==> config.mk <==
export PLATFORM = sky130hd
export DESIGN_NAME = mips_mc_ctrl
export DESIGN_NICKNAME = d
export VERILOG_FILES = /design/src/rtl/mips_pkg.sv /design/src/rtl/mc_ctrl_out.sv /design/src/rtl/mips_mc_ctrl.sv
export SDC_FILE = /design/constraint.sdc
export NUM_CORES = 1
export LEC_CHECK = 0
export ABC_CLOCK_PERIOD_IN_PS = 1750
export CORE_ASPECT_RATIO = 1.1
export CORE_MARGIN = 1.5
export CORE_UTILIZATION = 45
export DETAILED_ROUTE_END_ITERATION = 7
export GPL_TIMING_DRIVEN = 1
export PLACE_DENSITY = 0.82
export RECOVER_POWER = 25
export SLEW_MARGIN = 10
export SYNTH_ARGS = -nofsm -noshare
export SYNTH_HDL_FRONTEND = slang
export SYNTH_SLANG_ARGS = --single-unit
==> constraint.sdc <==
create_clock -name clk -period 1.75 [get_ports clk]
set_input_delay 0.175 -clock clk [delete_from_list [all_inputs] [get_ports clk]]
set_output_delay 0.175 -clock clk [all_outputs]
set_load 0.03 [all_outputs]
==> src/rtl/mips_pkg.sv <==
// Shared encodings for the multi-cycle MIPS-subset control path.
// The immediate extender and ALU decoder use these same constants.
package mips_pkg;

    localparam logic [5:0] OP_RTYPE = 6'b000000;
    localparam logic [5:0] OP_J     = 6'b000010;
    localparam logic [5:0] OP_BEQ   = 6'b000100;
    localparam logic [5:0] OP_ADDI  = 6'b001000;
    localparam logic [5:0] OP_ADDIU = 6'b001001;
    localparam logic [5:0] OP_SLTI  = 6'b001010;
    localparam logic [5:0] OP_ANDI  = 6'b001100;
    localparam logic [5:0] OP_ORI   = 6'b001101;
    localparam logic [5:0] OP_XORI  = 6'b001110;
    localparam logic [5:0] OP_LUI   = 6'b001111;
    localparam logic [5:0] OP_LW    = 6'b100011;
    localparam logic [5:0] OP_SW    = 6'b101011;

    localparam logic [1:0] EXT_SIGN = 2'b00;
    localparam logic [1:0] EXT_ZERO = 2'b01;
    localparam logic [1:0] EXT_LUI  = 2'b10;

    localparam logic [1:0] ALU_ADD   = 2'b00;
    localparam logic [1:0] ALU_SUB   = 2'b01;
    localparam logic [1:0] ALU_FUNCT = 2'b10;
    localparam logic [1:0] ALU_IOP   = 2'b11;

    localparam logic [1:0] SRCB_B       = 2'b00;
    localparam logic [1:0] SRCB_FOUR    = 2'b01;
    localparam logic [1:0] SRCB_IMM     = 2'b10;
    localparam logic [1:0] SRCB_IMM_SH2 = 2'b11;

    localparam logic [1:0] PC_ALU    = 2'b00;
    localparam logic [1:0] PC_ALUOUT = 2'b01;
    localparam logic [1:0] PC_JUMP   = 2'b10;

    typedef enum logic [3:0] {
        S_FETCH, S_DECODE, S_MEM_ADDR, S_MEM_RD, S_MEM_WB, S_MEM_WR,
        S_EXEC_R, S_R_WB, S_EXEC_I, S_I_WB, S_BRANCH, S_JUMP
    } state_e;

    function automatic logic is_itype(input logic [5:0] op);
        return (op == OP_ADDI) || (op == OP_ADDIU) || (op == OP_SLTI) ||
               (op == OP_ANDI) || (op == OP_ORI)   || (op == OP_XORI) ||
               (op == OP_LUI);
    endfunction

    function automatic logic is_legal(input logic [5:0] op);
        return (op == OP_RTYPE) || (op == OP_J) || (op == OP_BEQ) ||
               (op == OP_LW) || (op == OP_SW) || is_itype(op);
    endfunction

    function automatic logic [1:0] ext_mode_of(input logic [5:0] op);
        if (op == OP_ANDI || op == OP_ORI || op == OP_XORI)
            return EXT_ZERO;
        if (op == OP_LUI)
            return EXT_LUI;
        return EXT_SIGN;
    endfunction

endpackage

==> src/rtl/mc_ctrl_out.sv <==
// Control-word decoder: state plus opcode to datapath strobes and mux selects.
// Write/request strobes are squashed while reset is asserted.
module mc_ctrl_out
    import mips_pkg::*;
(
    input  state_e      state_i,
    input  logic [5:0]  op_q_i,
    input  logic [5:0]  opcode_i,
    input  logic        mem_ready_i,
    input  logic        rst_i,
    output logic        mem_req_o,
    output logic        mem_we_o,
    output logic        iord_o,
    output logic        ir_write_o,
    output logic        pc_write_o,
    output logic        pc_write_cond_o,
    output logic        reg_write_o,
    output logic        reg_dst_o,
    output logic        mem_to_reg_o,
    output logic        alu_src_a_o,
    output logic [1:0]  alu_src_b_o,
    output logic [1:0]  alu_op_o,
    output logic [1:0]  pc_src_o,
    output logic [1:0]  ext_mode_o,
    output logic        illegal_op_o
);

    always_comb begin
        mem_req_o       = 1'b0;
        mem_we_o        = 1'b0;
        iord_o          = 1'b0;
        ir_write_o      = 1'b0;
        pc_write_o      = 1'b0;
        pc_write_cond_o = 1'b0;
        reg_write_o     = 1'b0;
        reg_dst_o       = 1'b0;
        mem_to_reg_o    = 1'b0;
        alu_src_a_o     = 1'b0;
        alu_src_b_o     = SRCB_B;
        alu_op_o        = ALU_ADD;
        pc_src_o        = PC_ALU;
        illegal_op_o    = 1'b0;
        ext_mode_o      = ext_mode_of((state_i == S_DECODE) ? opcode_i : op_q_i);

        case (state_i)
            S_FETCH: begin
                mem_req_o   = 1'b1;
                alu_src_b_o = SRCB_FOUR;
                ir_write_o  = mem_ready_i;
                pc_write_o  = mem_ready_i;
            end
            S_DECODE: begin
                alu_src_b_o  = SRCB_IMM_SH2;
                illegal_op_o = !is_legal(opcode_i);
            end
            S_MEM_ADDR: begin
                alu_src_a_o = 1'b1;
                alu_src_b_o = SRCB_IMM;
            end
            S_MEM_RD: begin
                mem_req_o = 1'b1;
                iord_o    = 1'b1;
            end
            S_MEM_WB: begin
                reg_write_o  = 1'b1;
                mem_to_reg_o = 1'b1;
            end
            S_MEM_WR: begin
                mem_req_o = 1'b1;
                mem_we_o  = 1'b1;
                iord_o    = 1'b1;
            end
            S_EXEC_R: begin
                alu_src_a_o = 1'b1;
                alu_op_o    = ALU_FUNCT;
            end
            S_R_WB: begin
                reg_write_o = 1'b1;
                reg_dst_o   = 1'b1;
            end
            S_EXEC_I: begin
                alu_src_a_o = 1'b1;
                alu_src_b_o = SRCB_IMM;
                alu_op_o    = ALU_IOP;
            end
            S_I_WB: begin
                reg_write_o = 1'b1;
            end
            S_BRANCH: begin
                alu_src_a_o     = 1'b1;
                alu_op_o        = ALU_SUB;
                pc_src_o        = PC_ALUOUT;
                pc_write_cond_o = 1'b1;
            end
            S_JUMP: begin
                pc_write_o = 1'b1;
                pc_src_o   = PC_JUMP;
            end
            default: ;
        endcase

        if (rst_i) begin
            mem_req_o       = 1'b0;
            mem_we_o        = 1'b0;
            ir_write_o      = 1'b0;
            pc_write_o      = 1'b0;
            pc_write_cond_o = 1'b0;
            reg_write_o     = 1'b0;
            illegal_op_o    = 1'b0;
        end
    end

endmodule

==> src/rtl/mips_mc_ctrl.sv <==
// Multi-cycle instruction sequencer: state register, opcode register and
// next-state logic; the control word itself comes from mc_ctrl_out.
module mips_mc_ctrl
    import mips_pkg::*;
(
    input  logic        clk,
    input  logic        rst,
    input  logic [5:0]  opcode,
    input  logic        mem_ready,
    input  logic        zero,
    output logic        mem_req,
    output logic        mem_we,
    output logic        iord,
    output logic        ir_write,
    output logic        pc_write,
    output logic        pc_write_cond,
    output logic        reg_write,
    output logic        reg_dst,
    output logic        mem_to_reg,
    output logic        alu_src_a,
    output logic [1:0]  alu_src_b,
    output logic [1:0]  alu_op,
    output logic [1:0]  pc_src,
    output logic [1:0]  ext_mode,
    output logic        illegal_op
);

    state_e      state_q, state_d;
    logic [5:0]  op_q, op_d;

    // The branch decision is taken in the datapath (pc_write_cond & zero).
    logic unused_zero;
    assign unused_zero = zero;

    always_ff @(posedge clk) begin
        if (rst) begin
            state_q <= S_FETCH;
            op_q    <= OP_RTYPE;
        end else begin
            state_q <= state_d;
            op_q    <= op_d;
        end
    end

    always_comb begin
        state_d = state_q;
        op_d    = op_q;
        case (state_q)
            S_FETCH:    state_d = mem_ready ? S_DECODE : S_FETCH;
            S_DECODE: begin
                op_d = opcode;
                if (opcode == OP_RTYPE)
                    state_d = S_EXEC_R;
                else if (opcode == OP_LW || opcode == OP_SW)
                    state_d = S_MEM_ADDR;
                else if (opcode == OP_BEQ)
                    state_d = S_BRANCH;
                else if (opcode == OP_J)
                    state_d = S_JUMP;
                else if (is_itype(opcode))
                    state_d = S_EXEC_I;
                else
                    state_d = S_FETCH;
            end
            S_MEM_ADDR: state_d = (op_q == OP_SW) ? S_MEM_WR : S_MEM_RD;
            S_MEM_RD:   state_d = mem_ready ? S_MEM_WB : S_MEM_RD;
            S_MEM_WB:   state_d = S_FETCH;
            S_MEM_WR:   state_d = mem_ready ? S_FETCH : S_MEM_WR;
            S_EXEC_R:   state_d = S_R_WB;
            S_R_WB:     state_d = S_FETCH;
            S_EXEC_I:   state_d = S_I_WB;
            S_I_WB:     state_d = S_FETCH;
            S_BRANCH:   state_d = S_FETCH;
            S_JUMP:     state_d = S_FETCH;
            default:    state_d = S_FETCH;
        endcase
    end

    mc_ctrl_out u_out (
        .state_i         (state_q),
        .op_q_i          (op_q),
        .opcode_i        (opcode),
        .mem_ready_i     (mem_ready),
        .rst_i           (rst),
        .mem_req_o       (mem_req),
        .mem_we_o        (mem_we),
        .iord_o          (iord),
        .ir_write_o      (ir_write),
        .pc_write_o      (pc_write),
        .pc_write_cond_o (pc_write_cond),
        .reg_write_o     (reg_write),
        .reg_dst_o       (reg_dst),
        .mem_to_reg_o    (mem_to_reg),
        .alu_src_a_o     (alu_src_a),
        .alu_src_b_o     (alu_src_b),
        .alu_op_o        (alu_op),
        .pc_src_o        (pc_src),
        .ext_mode_o      (ext_mode),
        .illegal_op_o    (illegal_op)
    );

endmodule

---- Word-level counts from Yosys, hierarchy flattened ----
Cells that the tools add are included.
storage, ports and cells
  bits in registers ....................... 10
  logic and storage cells ................. 90
  output and inout port bits .............. 19
  bits of input ports ..................... 10
cells by class
  reductions and logical operators ........ 22
  mux-type cells .......................... 39
  equality and inequality tests ........... 27
operator list
  kind                                                                    count
  6-bit by 4-bit equality test with 1-bit output (second input constant)  11
  4-bit case mux with 7 select lines                                      1
  1-bit two-way mux                                                       21
  4-bit two-way mux                                                       5
  6-bit equality test (second input constant)                             3
  4-bit by 3-bit equality test with 1-bit output (second input constant)  4
  4-bit equality test (second input constant)                             4
  1-bit logical OR                                                        14
  2-bit case mux with 3 select lines                                      2
  3-bit two-way mux                                                       3
  4-bit by 2-bit equality test with 1-bit output (second input constant)  2
  2-bit two-way mux                                                       4
  6-bit by 2-bit equality test with 1-bit output (second input constant)  1
  6-bit by 3-bit equality test with 1-bit output (second input constant)  1
  6-bit logical NOT                                                       1
  6-bit two-way mux                                                       1
  3-bit OR reduction                                                      2
  4-bit by 1-bit equality test with 1-bit output (second input constant)  1
  4-bit logical NOT                                                       1
  2-bit case mux with 2 select lines                                      1
  2-bit OR reduction                                                      2
  4-bit OR reduction                                                      1
  1-bit case mux with 2 select lines                                      1
  1-bit logical NOT                                                       1

---- Longest topological paths before layout ----
  depth in word-level cells ............... 13
  gate-level depth with buffers ........... 6
  gate-level depth less buffers ........... 4

---- Modules after synthesis ----
From an unflattened synthesis, not the netlist that was laid out.
second synthesis, totals
  cells, all modules ...................... 138
  area, all modules ....................... 958.4 um2
modules (own cells, without submodules)
  module        seq. area each (um2)  cells an instance  area an instance (um2)  times used
  mips_mc_ctrl  200.2                 79                 609.3                   1
  mc_ctrl_out   0.0                   59                 349.1                   1

---- Least setup slack after synthesis ----
No wires, ideal clock.
  path type ............................... register -> output
  from .................................... register state_q[3]
  to ...................................... output illegal_op
  required time ........................... 1.575 ns
  path buffers ............................ 2
  setup slack ............................. -0.172 ns
  stages on the path, launching flop included .. 6
  arrival ................................. 1.747 ns
  path through ............................ dfxtp_1 buf_2 nor4b_4 buf_6 nand2b_1 nor3b_1
on the way
  longest elaborated chain between the ends .. 3
ends and longest elaborated chain
  item                                            line                source
  start: declaration                              mips_mc_ctrl.sv:28  state_e state_q, state_d;
  start signal: assignment                        mips_mc_ctrl.sv:40  state_q <= state_d;
  4-bit by 1-bit equality test with 1-bit output  mc_ctrl_out.sv:45   case (state_i)
  1-bit two-way mux                               mc_ctrl_out.sv:45
  1-bit two-way mux                               mc_ctrl_out.sv:102  if (rst_i) begin
  end: declaration                                mips_mc_ctrl.sv:25  output logic illegal_op
Every way passes these cells.

---- Final worst setup path ----
  from .................................... register state_q[1]
  to ...................................... output ext_mode[0]
on the way
  longest elaborated chain between the ends .. 7
  elaborated cells on any way between the ends .. 14
  classes of those cells .................. eq/ne: 5; mux: 7; reduce/logical: 2
ends and longest elaborated chain
  item                                                                      line                            source
  4-bit by 1-bit equality test with 1-bit output (*)                        mc_ctrl_out.sv:43               ext_mode_o = ext_mode_of((state_i == S_DECODE) ? opcode_i : op_q_i);
  6-bit two-way mux (*)                                                     n/a
  6-bit by 4-bit equality test with 1-bit output, on equally long branches  mips_pkg.sv:55, mips_pkg.sv:53
  1-bit two-way mux or 1-bit logical OR (tied branches) (2 in a row)        mips_pkg.sv:55, mips_pkg.sv:53
  2-bit two-way mux or 1-bit two-way mux (tied branches)                    mips_pkg.sv:57, mips_pkg.sv:53
  2-bit two-way mux (*)                                                     mips_pkg.sv:55                  if (op == OP_LUI)
  end: declaration                                                          mips_mc_ctrl.sv:24              output logic [1:0] ext_mode,
Mark *: on every way between the ends. The rest lies on a longest branch, timed or not. The select of a mux whose other input is x is not followed.

==> results.toml <==
[finish]
fillCellCount = 126
drive_gt1_share_pct = 42.5
area_growth_pct = 57.0
fin_cells = 187
diodes = 0
nets = 171

[logic_synthesis]
synthTopCellsByArea = "dfxtp_1, nor2_1, mux2i_1, nor3_1, nand2b_1"
syn_nets = 128
ys_seq_area_share_pct = 22.5
ys_types = 40
ys_async_sr_fraction_pct = 0
synth_edf_count = 0
syn_avg_cell_area_um2 = 7.54
synth_ff_type = "dfxtp_1"
ys_seq_elements = 10
synth_top_area_cell = "dfxtp_1"
yosys.area.top_type_share_pct = 22.5
postSynthCellCount = 118
syn-cell-area_um2 = 890
ys_warn_count = 0

[grt]
grt.total_usage_pct = 23.3
grt_pass1_vias = 931
grt_max_degree = 20
grt_pass1_wl_um = 3980
grt_antenna_before_repair = 0
grt_remaining_overflow = 0

[routing]
drcViolationCount = 0
routed_wirelength_um = 2590
dr.pass1.iters = 4
dr_total_vias = 1053
dr.first_iter.drc_count = 26
vias_per_cell = 5.63
wl_per_cell_um = 13.9
ant_nets = 0

[clocking]
clk_pin_slew_ps = 70
cts_inserted_buffers = 3
cts_buffer_depth = 2
worstSkewPairLatency_ps = 260
cts-root-buf = "clkbuf_4"
cts_tree = "built"
cts_hold_buf = 0
cts_sinks = 10
cts_max_level = 1

[setup_path]
crit_arrival_ps = 1800
critPathCaptureType = "output port"
worstPathRequired_ps = 1570
cp_max_fo = 6
worst_setup_path_start_kind = "flip-flop"
critical_path_class = "reg -> out"

[pwr]
peakVddDrop_mv = 0.346
leakage_uw = 0.000542
power.density_mw_per_mm2 = 496

[timing]
finClkSkew_ps = 3.13
max_slew.worst_pin.slew_ps = 435
fmax_mhz = 507
relSlewSlack_pct = 70.7
hold_viol = 0
finalSetupViolations = 3
fin_hold_ws_ps = 559
rsz0062_at_grt = "yes"
post-route-period-util_pct = 113
slew_violations = 0
fin_crit_ps = 1970
fin_ws_ps = -222

[die]
pin_count = 29
die_y_um = 49.6
die_area_mm2 = 0.00225
die_width_um = 45.4
initial_core_util_pct = 48.8
coreArea_mm2 = 0.00182
core.rowCount = 16

[placement]
dp_cells = 175
portBuffers = 27
place_hpwl_um = 1750
gp_congestion = 0.762
pre_cts_ws_ps = -28.2

[hold_path]
hold_class = "reg -> reg"

[run]
cap_violations = 0

[outcome]
failed_checks = "negative setup slack"
status = "finished, violations left"
[timing repair]
item,4_1_cts,5_1_grt
pin swaps,3,2
endpoints found under the setup margin,7,7
buffers inserted,1,7
resized for setup,11,12
[registers in the layout, summed over array words and instances (netlist names)]
signal   flops
state_q      4
op_q         6
[metal layers]
metal,global-route usage [%],vias to the layer above,routed length [um]
met3,2.93,4,130
met1,26.0,491,1020
met4,7.84,0,19
met5,0,-,0
li1,-,510,-
met2,42.7,48,1420
[worst max-delay path, cell delays in order (launching register included)]
cell     delay (ps)
dfxtp_2         340
nor4b_4         270
buf_6           180
mux2i_4         240
nand4_1         190
nor2b_2         170
buf_6           140
[where the power goes]
group	switching, uW	internal [uW]	total, uW
clock	81.4	126	208
sequential	9.31	238	248
combinational	118	120	238
total	209	484	693
[worst paths after layout]
path,end,cells after the start,from,slack [ps]
setup / recovery,ext_mode[0],6,state_q[1],-220
hold / removal,op_q[4],2,op_q[4],560
setup reg to reg,state_q[2],5,state_q[1],230
hold reg to reg,op_q[4],2,op_q[4],560
[synth_stat cells, types with 2 or more instances]
cell type  count
nand3b_1       2
mux2_2         3
mux2i_1        5
nand2b_1       6
nor2_1        19
o21ai_0        4
nand4b_1       2
buf_2          7
nand2_1        4
a211oi_1       3
nor2b_1        5
nand3_1        2
nand4_1        2
inv_1          3
buf_6          2
a21oi_1        5
dfxtp_1       10
nor3_1         9
or4_1          2
xnor2_1        2
a31oi_1        2
[per-stage QoR]
| step | power (uW) | TNS [ps] | utilization [%] | area (um^2) |
|---|---|---|---|---|
| CTS | 665 | -474 | 71.0 | 1290 |
| global placement | 442 | 0 | 66.8 | 1220 |
| detailed placement | 448 | -28.2 | 66.8 | 1220 |
| finish | 693 | -572 | 76.6 | 1400 |
| floorplan | 372 | -91.0 | - | 916 |
| global route | 722 | -809 | 76.6 | 1400 |
[cells by family (layout without fill, tap and decap cells)]
kind of cell	Yosys count	count (layout)	share of synthesized area [%]
multiplexers	8	8	9.42
XOR/XNOR	2	2	1.97
buffers and inverters	14	56	8.58
AO/OA/AOI/OAI	23	23	17.4
AND/OR/NAND/NOR	61	61	40.1
flip-flops	10	10	22.5
[cells in the final DEF (no fill, tap or decap), types with 2 or more instances in the layout]
cell	instances
nand2b_4	4
nor2b_1	3
nand3b_1	2
or4_1	2
nor2b_2	2
buf_6	7
nand3_1	2
clkdlybuf4s50_1	8
nand4b_1	2
buf_4	32
nand2b_1	3
dfxtp_1	8
xnor2_1	2
mux2i_4	2
clkbuf_4	3
dfxtp_2	2
nand4_1	2
o21ai_0	4
nor2_2	3
nand2_1	4
a211oi_1	2
mux2i_1	3
dlygate4sd2_1	2
nor2_1	16
inv_1	2
a21oi_1	5
nor3_1	9
mux2_2	3
[final cells by class]
type	instances	area [um^2]	share of cell area [%]
Clock buffer	4	36.3	2.60
Inverter	3	11.3	0.806
Multi-Input combinational cell	94	696	49.8
Sequential cell	10	203	14.5
Tap cell	27	33.8	2.42
Timing Repair Buffer	49	417	29.8
(Power assumes the default switching activity.)
==> RTL change 1 (config.mk and constraints unchanged) <==
Encoding of `state_e`: now one-hot (12 bits for 12 states).
--- a/src/rtl/mips_pkg.sv
+++ b/src/rtl/mips_pkg.sv
@@ -33,9 +33,9 @@
     localparam logic [1:0] PC_ALUOUT = 2'b01;
     localparam logic [1:0] PC_JUMP   = 2'b10;
 
-    typedef enum logic [3:0] {
-        S_FETCH, S_DECODE, S_MEM_ADDR, S_MEM_RD, S_MEM_WB, S_MEM_WR,
-        S_EXEC_R, S_R_WB, S_EXEC_I, S_I_WB, S_BRANCH, S_JUMP
+    typedef enum logic [11:0] {
+        S_FETCH = 12'b000000000001, S_DECODE = 12'b000000000010, S_MEM_ADDR = 12'b000000000100, S_MEM_RD = 12'b000000001000, S_MEM_WB = 12'b000000010000, S_MEM_WR = 12'b000000100000,
+        S_EXEC_R = 12'b000001000000, S_R_WB = 12'b000010000000, S_EXEC_I = 12'b000100000000, S_I_WB = 12'b001000000000, S_BRANCH = 12'b010000000000, S_JUMP = 12'b100000000000
     } state_e;
 
     function automatic logic is_itype(input logic [5:0] op);
Behaviour: no difference found for any inputs over 10 cycles, from zero or initial values and one cycle with rst high; not proved beyond that.
==> RTL change 1 against the original RTL <==
- the run still ends with negative setup slack left
- worst setup slack got worse by 220 ps
- sequential power rose by 72%
- cell area rose by 50%
- area after synthesis rose by 24%
- power rose by 36%
- sequential cell count rose by 8
- routed wire length rose by 110%
- sequential share of layout area rose by 3.3 points
- critical path type unchanged
- largest power group unchanged
- highest routed layer unchanged
==> RTL change 1: results (changes against the original RTL) <==
status=finished, violations left (unchanged); failing checks=negative setup slack (unchanged); max-slew violations=0 (unchanged); HPWL Detailed=2705 µm (was 1746 µm); final worst setup slack=-446.3 ps (was -221.6 ps); Largest regs=state_q (12), op_q (6) (was op_q (6), state_q (4)); library cells used by synthesis=43 (was 40); Iteration-0 DRC Markers=74 (was 26); CTS max path bufs=2 (unchanged); drt pass-1 iters=4 (unchanged); global-route wire length before repair=6306 µm (was 3981 µm); Mapped Nets=143 (was 128); port bufs=27 (unchanged); final wirelength=5460 µm (was 2594 µm); Final setup violation count=27 (was 3); number of synthesized flops with an enable pin=0 (unchanged); peak supply drop=0.0004900 V (was 0.0003456 V); synthesis warning total=0 (unchanged); routability cong.=0.8417 (was 0.7624); Async SR Flop Fraction=0% (unchanged); gr usage total=31.28% (was 23.26%); Leakage Power=0.9586 nW (was 0.5416 nW); TritonCTS Buffers=3 (unchanged); worst hold path type=register to register (unchanged); Psw=0.0002965 W (was 0.0002087 W); sequential share of the synthesized area=32.58% (was 22.50%); top cells by count, synth=nor2_1, dfxtp_1, nand2_1 (was nor2_1, dfxtp_1, nor3_1, buf_2, nand2b_1); H-tree depth=1 (unchanged); largest net degree at the start of global routing=10 (was 20); share of layout cells above drive strength 1=55.56% (was 42.50%); Place WS=-62.46 ps (was -28.18 ps); Worst Path Max Fanout=4 (was 6); nets=228 (was 171); Root Driver=clkbuf_4 (unchanged); Max transition margin=64.06% (was 70.71%); largest cells by area after synthesis=dfxtp_1, nor2_1, mux2i_1 (unchanged); ys flop type=dfxtp_1 (unchanged); vias in the first global route=1,396 (was 931); clk_skew=2.809 ps (was 3.134 ps); Arrival @ worst endpoint=2020 ps (was 1800 ps); clk_lat worst skew=310 ps (was 260 ps); initial antenna violation count=0 (unchanged); filler instances=87 (was 126); diodes inserted=0 (unchanged); vias per cell=6.374 (was 5.631); clock slew at reported path FFs=100 ps (was 70 ps); DRT antenna net count=0 (unchanged)
==> RTL change 1: cell types whose count changed in the layout (fill, tap and decap cells not counted), sizes merged, moves of 3 or more <==
| cell | change |
|---|---|
| nor3b | +3 |
| nor2 | +4 |
| nand3 | +4 |
| mux2 | -3 |
| nor4b | +3 |
| nor4 | +4 |
| nand2b | -3 |
| nor3 | -6 |
| a211oi | -3 |
| buf | +38 |
| nand2 | +5 |
| dfxtp | +8 |
==> RTL change 1: worst max-delay path: stages (launching register included) <==
cell	delay [ps]
dfxtp_1	360
nor4_4	400
buf_4	200
and2_4	140
nand4b_1	220
nor2_1	210
buf_4	180
==> RTL change 1: per-layer routing <==
metal,track usage (%),up-vias,share of wire [%]
li1,-,660,-
met1,31.86,732,34
met2,61.62,121,49
met3,5.645,55,8.2
met4,16.67,0,8.4
met5,0,-,0
==> RTL change 1: through the flow <==
| step | hold WS (ps) | TNS (ps) | cells | area, µm² |
|---|---|---|---|---|
| 4_1_cts | 535.6 | -4398 | 239 | 1903 |
| 3_3_place_gp | 492.3 | -101.3 | 222 | 1670 |
| 2_1_floorplan | 253.4 | -270.4 | 133 | 1152 |
| 3_5_place_dp | 506.2 | -146.9 | 222 | 1670 |
| 6_report | 576.2 | -6834 | 246 | 2097 |
| 5_1_grt | 596.0 | -8676 | 246 | 2097 |
==> RTL change 1: repair_timing <==
item | CTS | global route
gates resized for setup | 30 | 32
setup endpoints to repair | 21 | 32
pin swaps | 22 | 18
buffers inserted | 14 | 7
==> RTL change 1: path summary, 6_finish.rpt <==
kind | from | end | slack, ps | depth (start not counted)
max | state_q[5]$_SDFF_PP0_ | pc_write_cond | -450 | 6
min | op_q[4]$_SDFF_PP0_ | op_q[4]$_SDFF_PP0_ | 580 | 2
max reg2reg | state_q[5]$_SDFF_PP0_ | state_q[0]$_SDFF_PP1_ | -220 | 7
min reg2reg | op_q[4]$_SDFF_PP0_ | op_q[4]$_SDFF_PP0_ | 580 | 2
==> RTL change 1: power groups by stage <==
stage          clock (W)  sequential, W  combinational (W)
2_1_floorplan          0       0.000436           0.000107
3_3_place_gp           0       0.000436           0.000203
3_5_place_dp           0       0.000437           0.000210
4_1_cts         0.000206       0.000425           0.000248
5_1_grt         0.000233       0.000427           0.000313
6_report        0.000219       0.000427           0.000296
==> RTL change 1: cell type report <==
cell class	count	share of cell area [%]
well taps	30	1.790
inverters	4	0.7160
clock buffers	3	1.074
flip-flops and latches	18	17.78
multi-input cells	106	41.53
repair buffers	85	37.11
==> RTL change 1: cells by family after synthesis <==
logic type / share of synthesized area [%]
buf+inv: 3.166
xor+xnor: 0.7920
simple gates: 46.15
compound gates: 11.88
flops: 32.58
mux: 5.430
==> RTL change 2 (same settings) <==
Made on the original files. Make the reset (`rst`) asynchronous in one clocked block.
--- a/src/rtl/mips_mc_ctrl.sv
+++ b/src/rtl/mips_mc_ctrl.sv
@@ -32,7 +32,7 @@
     logic unused_zero;
     assign unused_zero = zero;
 
-    always_ff @(posedge clk) begin
+    always_ff @(posedge clk or posedge rst) begin
         if (rst) begin
             state_q <= S_FETCH;
             op_q    <= OP_RTYPE;
Function: differs if rst is asserted again (counterexample within 4 cycles, from zero or initial values and one cycle with rst high); with rst held inactive, the same outputs for 10 cycles.
==> RTL change 2 against the original RTL <==
- largest cell class unchanged
- the flow still finishes with violations (negative setup slack)
- sequential share of layout area grew 4.1 points
- worst hold slack lost 55 ps
- cell area shrank 1.9%
- fmax up 9.0%
- routed wire length rose by 8.8%
- sequential cell count did not move
- area after synthesis is 2.7% higher
- worst setup slack better by 160 ps
Power is left out: it rests on default switching activity, and per cell area and clock period it moved more than threefold.
==> RTL change 2: results (changes against the original RTL) <==
status=finished, violations left (unchanged); failing checks=negative setup slack (unchanged); Final setup violation count=4 (was 3); worst hold path type=input pin to asynchronous set/reset pin (was register to register); vias in the first global route=979 (was 931); share of layout cells above drive strength 1=40.00% (was 42.50%); routing usage on met1=34.68% (was 26.02%); Async SR Flop Fraction=100.0% (was 0%); Mapped Nets=132 (was 128); clk_skew=2.871 ps (was 3.134 ps); HPWL Detailed=1914 µm (was 1746 µm); met2 Usage GRT=40.28% (was 42.72%); setup tns final=-124.3 ps (was -571.9 ps); met3 GRT Util=2.878% (was 2.930%); final worst setup slack=-58.54 ps (was -221.6 ps); slowest CP cell=dfrtp_2 (was dfxtp_2); Worst Path Max Fanout=5 (was 6); largest net degree at the start of global routing=12 (was 20); Reg area=255.2 µm² (was 202.7 µm²); Iteration-0 DRC Markers=54 (was 26); routability cong.=0.8720 (was 0.7624); filler instances=136 (was 126); top cells by count, synth=nand2_1, nor2_1, dfrtp_1, nor3_1, buf_2 (was nor2_1, dfxtp_1, nor3_1, buf_2, nand2b_1); dpl cell area=0.001239 mm² (was 0.001217 mm²); sequential share of the synthesized area=27.40% (was 22.50%); Cells after DPL=179 (was 175); max incr delay on CP=460 ps (was 340 ps); library cells used by synthesis=39 (was 40); Synth Area per Inst=7.487 µm² (was 7.539 µm²)
-- RTL change 2: cell types whose count changed in the layout (fill, tap and decap cells not counted), sizes merged, moves of 4 or more --
| cell | change |
|---|---|
| dfrtp | +10 |
| dfxtp | -10 |
| mux2i | -4 |
| nand2 | +18 |
| nor2 | -4 |
-- RTL change 2: kinds of logic after synthesis --
family                 synth area share, %
buffers and inverters                8.493
AO/OA/AOI/OAI                        17.95
XOR/XNOR                            0.9591
AND/OR/NAND/NOR                      42.88
flip-flops                           27.40
multiplexers                         2.329
-- RTL change 2: layout make-up --
type	count	area share, %
inverters	4	1.096
clock buffers	4	2.648
multi-input cells	96	45.39
flip-flops and latches	10	18.63
well taps	27	2.466
repair buffers	51	29.77
-- RTL change 2: per-layer routing --
metal  part of all wire, %  vias to the layer above
li1                      -                      516
met1                    39                      512
met2                    50                       64
met3                   7.6                       11
met4                   3.2                        0
met5                     0                        -
-- RTL change 2: path summary, 6_finish.rpt --
| path | endpoint | slack, ps | cells past startpoint | start |
|---|---|---|---|---|
| min in group clk | op_q[3]$_DFF_PP0_ | 500 | 2 | op_q[3]$_DFF_PP0_ |
| setup reg to reg | state_q[3]$_DFF_PP0_ | 190 | 6 | state_q[1]$_DFF_PP0_ |
| setup / recovery | illegal_op | -60 | 4 | state_q[1]$_DFF_PP0_ |
| hold reg to reg | op_q[3]$_DFF_PP0_ | 500 | 2 | op_q[3]$_DFF_PP0_ |
| max in group asynchronous | state_q[0]$_DFF_PP0_ | 930 | 2 | rst |
| hold / removal | op_q[1]$_DFF_PP0_ | 500 | 2 | rst |
-- RTL change 2: timing repair --
action,4_1_cts,5_1_grt
pin swaps,3,3
setup buffers,6,3
hold buffers,0,0
resized for setup,9,6
setup endpoints to repair,11,8
